--- config.mk ---
export PLATFORM = sky130hd
export DESIGN_NAME = useq_sequencer
export DESIGN_NICKNAME = d
export VERILOG_FILES = /design/src/rtl/useq_pkg.sv /design/src/rtl/useq_stack.sv /design/src/rtl/useq_sequencer.sv
export SDC_FILE = /design/constraint.sdc
export NUM_CORES = 1
export LEC_CHECK = 0
export ABC_AREA = 1
export BUFFER_PORTS_ARGS = -buffer_cell sky130_fd_sc_hd__buf_2
export CELL_PAD_IN_SITES_DETAIL_PLACEMENT = 1
export CELL_PAD_IN_SITES_GLOBAL_PLACEMENT = 1
export CORE_MARGIN = 10
export CORE_UTILIZATION = 25
export CTS_BUF_LIST = sky130_fd_sc_hd__clkbuf_4 sky130_fd_sc_hd__clkbuf_8
export DETAILED_ROUTE_END_ITERATION = 12
export PLACE_DENSITY_LB_ADDON = 0.25
export SYNTH_ARGS = -nofsm -noshare
export SYNTH_HDL_FRONTEND = slang
export SYNTH_SLANG_ARGS = --single-unit
--- constraint.sdc ---
create_clock -name i_clk -period 1.9 [get_ports i_clk]
set_input_delay 0.19 -clock i_clk [delete_from_list [all_inputs] [get_ports i_clk]]
set_output_delay 0.19 -clock i_clk [all_outputs]
set_load 0.02 [all_outputs]
--- src/rtl/useq_pkg.sv ---
// useq_pkg: shared definitions for the microcode sequencer.
//   - opcode encodings
//   - microword field positions
//   - sequencer FSM state encoding
//
// Microword layout (32 bits):
//   [31:28] op        4-bit opcode
//   [27:19] target    9-bit jump/call target
//   [18:16] cond_sel  bit 2 inverts, bits 1:0 select one of the four conditions
//   [15:0]  imm       immediate (LED value, loop count or wait length)
// cond_sel is 3 bits wide so that a 4-bit op, 9-bit target and 16-bit imm all fit in
// 32 bits. Its upper selector bit was never used by JCOND anyway.
package useq_pkg;

   localparam int unsigned OP_HI   = 31;
   localparam int unsigned OP_LO   = 28;
   localparam int unsigned TGT_HI  = 27;
   localparam int unsigned TGT_LO  = 19;
   localparam int unsigned CSEL_HI = 18;
   localparam int unsigned CSEL_LO = 16;
   localparam int unsigned IMM_HI  = 15;
   localparam int unsigned IMM_LO  = 0;

   localparam logic [3:0] OP_NOP   = 4'd0;
   localparam logic [3:0] OP_OUT   = 4'd1;
   localparam logic [3:0] OP_JUMP  = 4'd2;
   localparam logic [3:0] OP_JCOND = 4'd3;
   localparam logic [3:0] OP_LOOP  = 4'd4;
   localparam logic [3:0] OP_DJNZ  = 4'd5;
   localparam logic [3:0] OP_WAIT  = 4'd6;
   localparam logic [3:0] OP_CALL  = 4'd7;
   localparam logic [3:0] OP_RET   = 4'd8;
   localparam logic [3:0] OP_HALT  = 4'd15;

   typedef enum logic [2:0] {
      StIdle,
      StFetch,
      StExec,
      StWait,
      StHalt
   } state_e;

endpackage

--- src/rtl/useq_stack.sv ---
// useq_stack: small LIFO used as the sequencer's return-address stack.
// Ports:
//   i_clk, i_rst        clock, synchronous active-high reset (empties the stack)
//   i_push, i_data      push i_data; ignored when full
//   i_pop               pop the top entry; ignored when empty
//   o_data              current top of stack (valid when not empty)
//   o_full, o_empty     occupancy flags
module useq_stack #(
   parameter int unsigned ENTRIES = 4,
   parameter int unsigned WIDTH   = 9
) (
   input  logic             i_clk,
   input  logic             i_rst,
   input  logic             i_push,
   input  logic             i_pop,
   input  logic [WIDTH-1:0] i_data,
   output logic [WIDTH-1:0] o_data,
   output logic             o_full,
   output logic             o_empty
);

   localparam int unsigned SpW  = $clog2(ENTRIES + 1);
   localparam int unsigned IdxW = (ENTRIES > 1) ? $clog2(ENTRIES) : 1;

   logic [SpW-1:0]   r_sp;
   logic [WIDTH-1:0] r_mem [ENTRIES];
   logic [IdxW-1:0]  w_wr_idx;
   logic [IdxW-1:0]  w_rd_idx;

   assign o_full   = (r_sp == SpW'(ENTRIES));
   assign o_empty  = (r_sp == '0);
   assign w_wr_idx = IdxW'(r_sp);
   assign w_rd_idx = IdxW'(r_sp - SpW'(1));
   assign o_data   = r_mem[w_rd_idx];

   always_ff @(posedge i_clk) begin
      if (i_rst) begin
         r_sp <= '0;
      end else if (i_push && !o_full) begin
         r_mem[w_wr_idx] <= i_data;
         r_sp            <= r_sp + SpW'(1);
      end else if (i_pop && !o_empty) begin
         r_sp <= r_sp - SpW'(1);
      end
   end

endmodule

--- src/rtl/useq_sequencer.sv ---
// useq_sequencer: microcode sequencer. Fetches microwords from a synchronous ROM
// (1-cycle latency, address echoed back) and executes them.
// Ports:
//   i_clk, i_rst     clock, synchronous active-high reset
//   i_start          start pulse; honoured only in idle or halted
//   i_cond[3:0]      external conditions tested by JCOND
//   o_rom_en         ROM read enable (fetch cycle only)
//   o_rom_addr       ROM read address, always equal to the PC
//   i_rom_daddr      address echoed by the ROM alongside i_rom_dout
//   i_rom_dout       fetched microword
//   o_leds[15:0]     registered LED output
//   o_busy           fetching, executing or waiting
//   o_halted         halted
//   o_err            sticky error; cleared by reset or start
// Build option: define USEQ_CALL_STACK_EN to enable CALL/RET with a STACK_DEPTH-entry
// return stack. Without it, CALL and RET are treated as illegal ops.
module useq_sequencer #(
   parameter int unsigned WIDTH       = 32,
   parameter int unsigned DEPTH       = 9,
   parameter int unsigned START_ADDR  = 0,
   parameter int unsigned STACK_DEPTH = 4
) (
   input  logic             i_clk,
   input  logic             i_rst,
   input  logic             i_start,
   input  logic [3:0]       i_cond,
   output logic             o_rom_en,
   output logic [DEPTH-1:0] o_rom_addr,
   input  logic [DEPTH-1:0] i_rom_daddr,
   input  logic [WIDTH-1:0] i_rom_dout,
   output logic [15:0]      o_leds,
   output logic             o_busy,
   output logic             o_halted,
   output logic             o_err
);

   import useq_pkg::*;

   if (WIDTH != 32 || STACK_DEPTH < 1) begin : g_param_check
      $error("useq_sequencer: WIDTH must be 32 and STACK_DEPTH at least 1");
   end

   state_e           r_state, w_state_n;
   logic [DEPTH-1:0] r_pc, w_pc_n;
   logic [15:0]      r_cnt, w_cnt_n;
   logic [15:0]      r_delay, w_delay_n;
   logic [15:0]      r_leds, w_leds_n;
   logic             r_err, w_err_n;

   logic [3:0]       w_op;
   logic [DEPTH-1:0] w_tgt;
   logic [2:0]       w_csel;
   logic [15:0]      w_imm;
   logic [DEPTH-1:0] w_pc_inc;
   logic             w_taken;

   assign w_op     = i_rom_dout[OP_HI:OP_LO];
   assign w_tgt    = DEPTH'(i_rom_dout[TGT_HI:TGT_LO]);
   assign w_csel   = i_rom_dout[CSEL_HI:CSEL_LO];
   assign w_imm    = i_rom_dout[IMM_HI:IMM_LO];
   assign w_pc_inc = r_pc + DEPTH'(1);   // wraps modulo 2^DEPTH
   assign w_taken  = i_cond[w_csel[1:0]] ^ w_csel[2];

`ifdef USEQ_CALL_STACK_EN
   logic             w_push, w_pop, w_full, w_empty;
   logic [DEPTH-1:0] w_ret_addr;

   useq_stack #(
      .ENTRIES (STACK_DEPTH),
      .WIDTH   (DEPTH)
   ) u_stack (
      .i_clk   (i_clk),
      .i_rst   (i_rst),
      .i_push  (w_push),
      .i_pop   (w_pop),
      .i_data  (w_pc_inc),
      .o_data  (w_ret_addr),
      .o_full  (w_full),
      .o_empty (w_empty)
   );
`endif

   always_ff @(posedge i_clk) begin
      if (i_rst) begin
         r_state <= StIdle;
         r_pc    <= DEPTH'(START_ADDR);
         r_cnt   <= '0;
         r_delay <= '0;
         r_leds  <= '0;
         r_err   <= 1'b0;
      end else begin
         r_state <= w_state_n;
         r_pc    <= w_pc_n;
         r_cnt   <= w_cnt_n;
         r_delay <= w_delay_n;
         r_leds  <= w_leds_n;
         r_err   <= w_err_n;
      end
   end

   always_comb begin
      w_state_n = r_state;
      w_pc_n    = r_pc;
      w_cnt_n   = r_cnt;
      w_delay_n = r_delay;
      w_leds_n  = r_leds;
      w_err_n   = r_err;
`ifdef USEQ_CALL_STACK_EN
      w_push    = 1'b0;
      w_pop     = 1'b0;
`endif
      unique case (r_state)
         StIdle, StHalt: begin
            if (i_start) begin
               w_state_n = StFetch;
               w_pc_n    = DEPTH'(START_ADDR);
               w_err_n   = 1'b0;
            end
         end
         StFetch: w_state_n = StExec;
         StExec: begin
            if (i_rom_daddr != r_pc) begin
               // Data does not belong to the address we asked for: stop rather than
               // execute a word from the wrong location.
               w_err_n   = 1'b1;
               w_state_n = StHalt;
            end else begin
               w_state_n = StFetch;
               case (w_op)
                  OP_NOP: w_pc_n = w_pc_inc;
                  OP_OUT: begin
                     w_leds_n = w_imm;
                     w_pc_n   = w_pc_inc;
                  end
                  OP_JUMP:  w_pc_n = w_tgt;
                  OP_JCOND: w_pc_n = w_taken ? w_tgt : w_pc_inc;
                  OP_LOOP: begin
                     w_cnt_n = w_imm;
                     w_pc_n  = w_pc_inc;
                  end
                  OP_DJNZ: begin
                     if (r_cnt != '0) begin
                        w_cnt_n = r_cnt - 16'd1;
                        w_pc_n  = w_tgt;
                     end else begin
                        w_pc_n = w_pc_inc;
                     end
                  end
                  OP_WAIT: begin
                     if (w_imm == '0) begin
                        w_pc_n = w_pc_inc;
                     end else begin
                        // imm wait cycles in total: this load plus counting down to zero.
                        w_delay_n = w_imm - 16'd1;
                        w_state_n = StWait;
                     end
                  end
`ifdef USEQ_CALL_STACK_EN
                  OP_CALL: begin
                     if (w_full) begin
                        w_err_n   = 1'b1;
                        w_state_n = StHalt;
                     end else begin
                        w_push = 1'b1;
                        w_pc_n = w_tgt;
                     end
                  end
                  OP_RET: begin
                     if (w_empty) begin
                        w_err_n   = 1'b1;
                        w_state_n = StHalt;
                     end else begin
                        w_pop  = 1'b1;
                        w_pc_n = w_ret_addr;
                     end
                  end
`endif
                  OP_HALT: w_state_n = StHalt;
                  default: begin
                     w_err_n   = 1'b1;
                     w_state_n = StHalt;
                  end
               endcase
            end
         end
         StWait: begin
            if (r_delay == '0) begin
               w_pc_n    = w_pc_inc;
               w_state_n = StFetch;
            end else begin
               w_delay_n = r_delay - 16'd1;
            end
         end
         default: w_state_n = StIdle;
      endcase
   end

   assign o_rom_en   = (r_state == StFetch);
   assign o_rom_addr = r_pc;
   assign o_leds     = r_leds;
   assign o_busy     = (r_state == StFetch) || (r_state == StExec) || (r_state == StWait);
   assign o_halted   = (r_state == StHalt);
   assign o_err      = r_err;

endmodule

Yosys cells after proc, flatten, opt, wreduce, memory -nomap -nowiden. Cells that the tools add are included.

Register bits after elaboration: 61. Bits of input ports: 48. Word-level logic and storage cells: 83.

Add/sub/neg operators: 4. Magnitude comparators: 1. Equality and inequality tests: 22. Mux-type cells: 27. Bitwise operators: 2. Reductions and logical operators: 21.

Operators by type and width (count): $mux 16 (5); $pmux 16 s2 (2); $mux 9 (6); $sub 16x1->16 const B (3); $pmux 9 s5 (1); $logic_not 16->1 (2); $pmux 9 s3 (1); $reduce_bool 16->1 (1); $eq 4x3->1 const B (3); $ne 2x2->1 const B (6); $pmux 3 s4 (1); $add 9x1->9 const B (1); $mux 3 (3); $ne 9x9->1 (1); $eq 4x2->1 const B (2); $reduce_or 8->1 (1); $eq 3x2->1 const B (2); $ne 3x3->1 const B (2); $ne 6x2->1 const B (1); $pmux 3 s2 (1); $reduce_and 3->1 (2); $reduce_and 6->1 (1); $reduce_bool 2->1 (3); $reduce_or 6->1 (1); 21 further kinds (25).

Longest topological paths before layout.
Word-level depth: 7. Depth in mapped cells: 14.

Worst setup path before layout. No wires, ideal clock.

Path type: register -> register. Start point: register r_state[1]. End point: register r_delay[14]. Arrival: 1.726 ns. Required time: 1.791 ns. Slack: 0.065 ns. Stages on the path, launching flop included: 12. Path through: dfxtp_1 > nand3_4 > buf_6 > o21ai_4 > ha_1 > nand3_1 > nor3_1 > nand2_1 > nand2_1 > nand3_1 > nand2_1 > inv_1.

Word-level cells in the longest chain between the ends: 3. Elaborated cells between the ends (all ways): 9. Those cells by class: eq/ne: 6; mux: 1; reduce/logical: 2.

RTL lines: start: declaration (line useq_sequencer.sv:43) `state_e r_state, w_state_n;`; start signal: assignment (line useq_sequencer.sv:85) `r_state <= StIdle;`; start signal: assignment (line useq_sequencer.sv:92) `r_state <= w_state_n;`; $eq 3x2->1 (line useq_sequencer.sv:112) `unique case (r_state)`; $ne 2x1->1 (no source line), or another cell as far along; $reduce_and 5->1 (no source line); end signal: assignment (line useq_sequencer.sv:95) `r_delay <= w_delay_n;`; end: declaration (line useq_sequencer.sv:46) `logic [15:0] r_delay, w_delay_n;`.

Parallel ways exist; a longest one is shown, timed or not. A chain may end at the register's enable or synchronous reset.

Worst setup path after layout.
Start point: register r_state[2]. End point: register r_pc[8], in the netlist o_rom_addr[8].

Word-level cells in the longest chain between the ends: 4. Elaborated cells between the ends (all ways): 13. Those cells by class: eq/ne: 8; mux: 1; reduce/logical: 4.

RTL lines: $eq 3x3->1 or $logic_not 3->1 (tied branches) (line useq_sequencer.sv:112); $reduce_or 2->1 (line useq_sequencer.sv:112); $ne 2x2->1 (no source line) or $reduce_bool 3->1 (tied branches); $reduce_and 6->1 (no source line); end signal: assignment (line useq_sequencer.sv:86) `r_pc <= DEPTH'(START_ADDR);`; end signal: assignment (line useq_sequencer.sv:93) `r_pc <= w_pc_n;`; end: declaration (line useq_sequencer.sv:44) `logic [DEPTH-1:0] r_pc, w_pc_n;`.

Parallel ways exist; a longest one is shown, timed or not.

==> flow_summary.json <==
{
  "place.gp.congestion": 0.8369,
  "drt.antenna.violating_nets": 0,
  "dr.pass1.iters": 6,
  "grt_overflow": 0,
  "clockPowerShare_pct": 34.9,
  "power_frac_comb_pct": 30.9,
  "hold_buffers": 0,
  "rows": 48,
  "postLayoutCellArea_um2": 5964,
  "worst_pin_slew_ns": 0.4217,
  "path_common_cell": "nand2_2",
  "p_leak_nw": 2.851,
  "worstPathCellList": "clkinv_4, buf_4, nand2_2, nor2_4, nand2_1, nor2_2, nand2_1, nand2_2, nor2_4, nand2_2, nor2_1, a21oi_2",
  "fin_cells": 1130,
  "cts_inserted_buffers": 9,
  "synth_top_cell_area_share_pct": 27.53,
  "cts_max_level": 3,
  "drt_iter0_drc": 240,
  "synth.area.top_cells": "dfxtp_1 (28%), nand2_1 (20%), nor2_1 (9.6%), inv_1 (7.4%), o21ai_0 (6.0%)",
  "synth_seq_cells": 61,
  "peakVddDrop_mv": 0.3623,
  "cts_tree": "done",
  "yosysSeqAreaShare_pct": 27.53,
  "die_h_um": 153.2,
  "grt_use_total_pct": 14.32,
  "syn_avg_cell_area_um2": 5.753,
  "p_per_area_nw_per_um2": 693.0,
  "fin_skew_ns": 0.009841,
  "critPathCaptureType": "flop",
  "path_clk_slew_ns": 0.09,
  "synth_common_cells": "nand2_1 (236), nor2_1 (114), inv_1 (88)",
  "period_minus_slack_ns": 1.781,
  "drive_gt1_share_pct": 23.76,
  "cts.sinks": 61,
  "cp.arrival_ns": 2.05,
  "antenna_found_initial": 0,
  "vias_per_cell": 4.697,
  "cts_root_buf": "clkbuf_8",
  "crit_path_top_delay_cell": "dfxtp_2",
  "crit_required_ns": 2.17,
  "yosysMostFrequentCell": "nand2_1",
  "startpoint_type": "flop",
  "netSwitchingFraction_pct": 36.66,
  "slew_headroom_pct": 71.59,
  "wire_per_inst_um": 15.55,
  "die_x_um": 153.2,
  "antennaDiodeCount": 0,
  "yosysWarnings": 0,
  "clockBufferDepth": 2,
  "dpl.cell_count": 1102,
  "period_share_pct": 93.72,
  "route.vias.total": 5308,
  "grt_max_degree": 35,
  "crit_path_max_fanout": 4,
  "clk_latency_ns": 0.38,
  "drv_cap": 0,
  "ys_types": 34,
  "routed_wl_um": 17570,
  "grt_pass1_wl_um": 27760,
  "hp-class": "in2reg",
  "syn_to_final_growth_pct": 34.47,
  "max_stage_delay_ns": 0.36,
  "synthCells": 771,
  "drc_errors": 0,
  "final_nets": 951,
  "synth_flop_cell": "dfxtp_1",
  "fmax_ghz": 0.5616,
  "p_int_mw": 2.618,
  "synthArstFlopShare_pct": 0,
  "utilization_pct": 34.36,
  "critPathKind": "reg2reg",
  "start_util_pct": 25.56,
  "syn_nets": 822,
  "port_buffers": 76,
  "hold_viol": 0,
  "synth.largest_area_cell": "dfxtp_1",
  "dieArea_um2": 23470,
  "hpwlAfterDp_um": 13280,
  "pwr-share-seq_pct": 34.2,
  "p_switching_mw": 1.515,
  "drv_slew": 0,
  "setup_violations": 0,
  "synth_edf_count": 0,
  "synthesis.area_um2": 4436,
  "first_global_vias": 5367,
  "ios": 77,
  "placed_cell_area_um2": 5400,
  "status": "completed",
  "core_area_um2": 17360
}
-- timing repair --
action / 4_1_cts / 5_1_grt
setup endpoints to repair: 7 / 42
setup buffers: 0 / 6
pin swaps: 0 / 9
gates cloned: 0 / 6
gates resized for setup: 2 / 67
-- layer usage --
metal | track usage, % | up-vias | routed length (um)
li1 | - | 2717 | -
met1 | 18.25 | 2501 | 8467
met2 | 23.78 | 67 | 8306
met3 | 2.357 | 23 | 492
met4 | 4.950 | 0 | 302
met5 | 0 | - | 0
-- per-stage QoR --
| step | TNS [ns] | power, mW | hold WS [ns] | setup slack [ns] |
|---|---|---|---|---|
| 2_1_floorplan | 0 | 2.123 | 0.3349 | 0.06495 |
| 3_3_place_gp | 0 | 2.555 | 0.4305 | 0.01743 |
| 3_5_place_dp | -0.04530 | 2.569 | 0.4341 | -0.02418 |
| 4_1_cts | -0.05285 | 4.033 | 0.1225 | -0.02690 |
| 5_1_grt | -0.01280 | 4.395 | 0.1594 | -0.01236 |
| 6_report | 0 | 4.134 | 0.1435 | 0.1192 |
-- layout make-up --
| cell class | count | area [um^2] |
|---|---|---|
| clock inverter | 6 | 93.84 |
| clock buffer | 10 | 137.6 |
| multi-input combinational | 597 | 2928 |
| timing repair buffer | 138 | 920.9 |
| inverter | 93 | 371.6 |
| tap | 225 | 281.5 |
| sequential | 61 | 1231 |
| fill | 2337 | 11390 |
-- logic make-up after synthesis --
group	Yosys count	share of synthesized area, %
AND/OR/NAND/NOR	446	42.03
flip-flops	61	27.53
XOR/XNOR	19	3.752
buffers and inverters	118	10.94
adder cells (fa/ha/maj)	3	0.8464
AO/OA/AOI/OAI	123	14.67
multiplexers	1	0.2257
-- worst max-delay path: cells and delay by family, from the launching register on --
kind / cells / cell delay, ns
compound gates: 1 / 0.07
flops: 1 / 0.36
buf+inv: 2 / 0.26
simple gates: 9 / 0.98
-- power by group through the flow --
stage | clock, mW | combinational (mW) | sequential (mW)
finish | 1.44 | 1.28 | 1.41
global route | 1.54 | 1.43 | 1.43
CTS | 1.49 | 1.15 | 1.40
detailed placement | 0 | 1.14 | 1.43
global placement | 0 | 1.13 | 1.43
floorplan | 0 | 0.638 | 1.49
-- placed cells by master (no fill, tap or decap), drive strengths merged, types with 8 or more instances in the layout --
cell | netlist | routed
nand2 | 241 | 244
buf | 11 | 137
nor2 | 121 | 121
inv | 91 | 93
o21ai | 66 | 66
dfxtp | 61 | 61
a21oi | 52 | 52
nand3 | 49 | 51
nand4 | 24 | 24
xor2 | 11 | 11
clkbuf | 14 | 11
xnor2 | 8 | 8
-- path summary, 6_finish.rpt --
path / slack [ns] / cells past startpoint / start / end
max reg2reg: 0.12 / 12 / r_state[2] / o_rom_addr[8]
min: 0.14 / 3 / i_rom_dout[6] / o_leds[6]
min reg2reg: 0.44 / 2 / o_leds[12] / o_leds[12]
max: 0.12 / 12 / r_state[2] / o_rom_addr[8]
-- state kept, by name, indices dropped and copies added (netlist names) --
register    cells
r_state         3
o_rom_addr      9
o_err           1
r_cnt          16
r_delay        16
o_leds         16
Power figures use the tool's default switching activity.
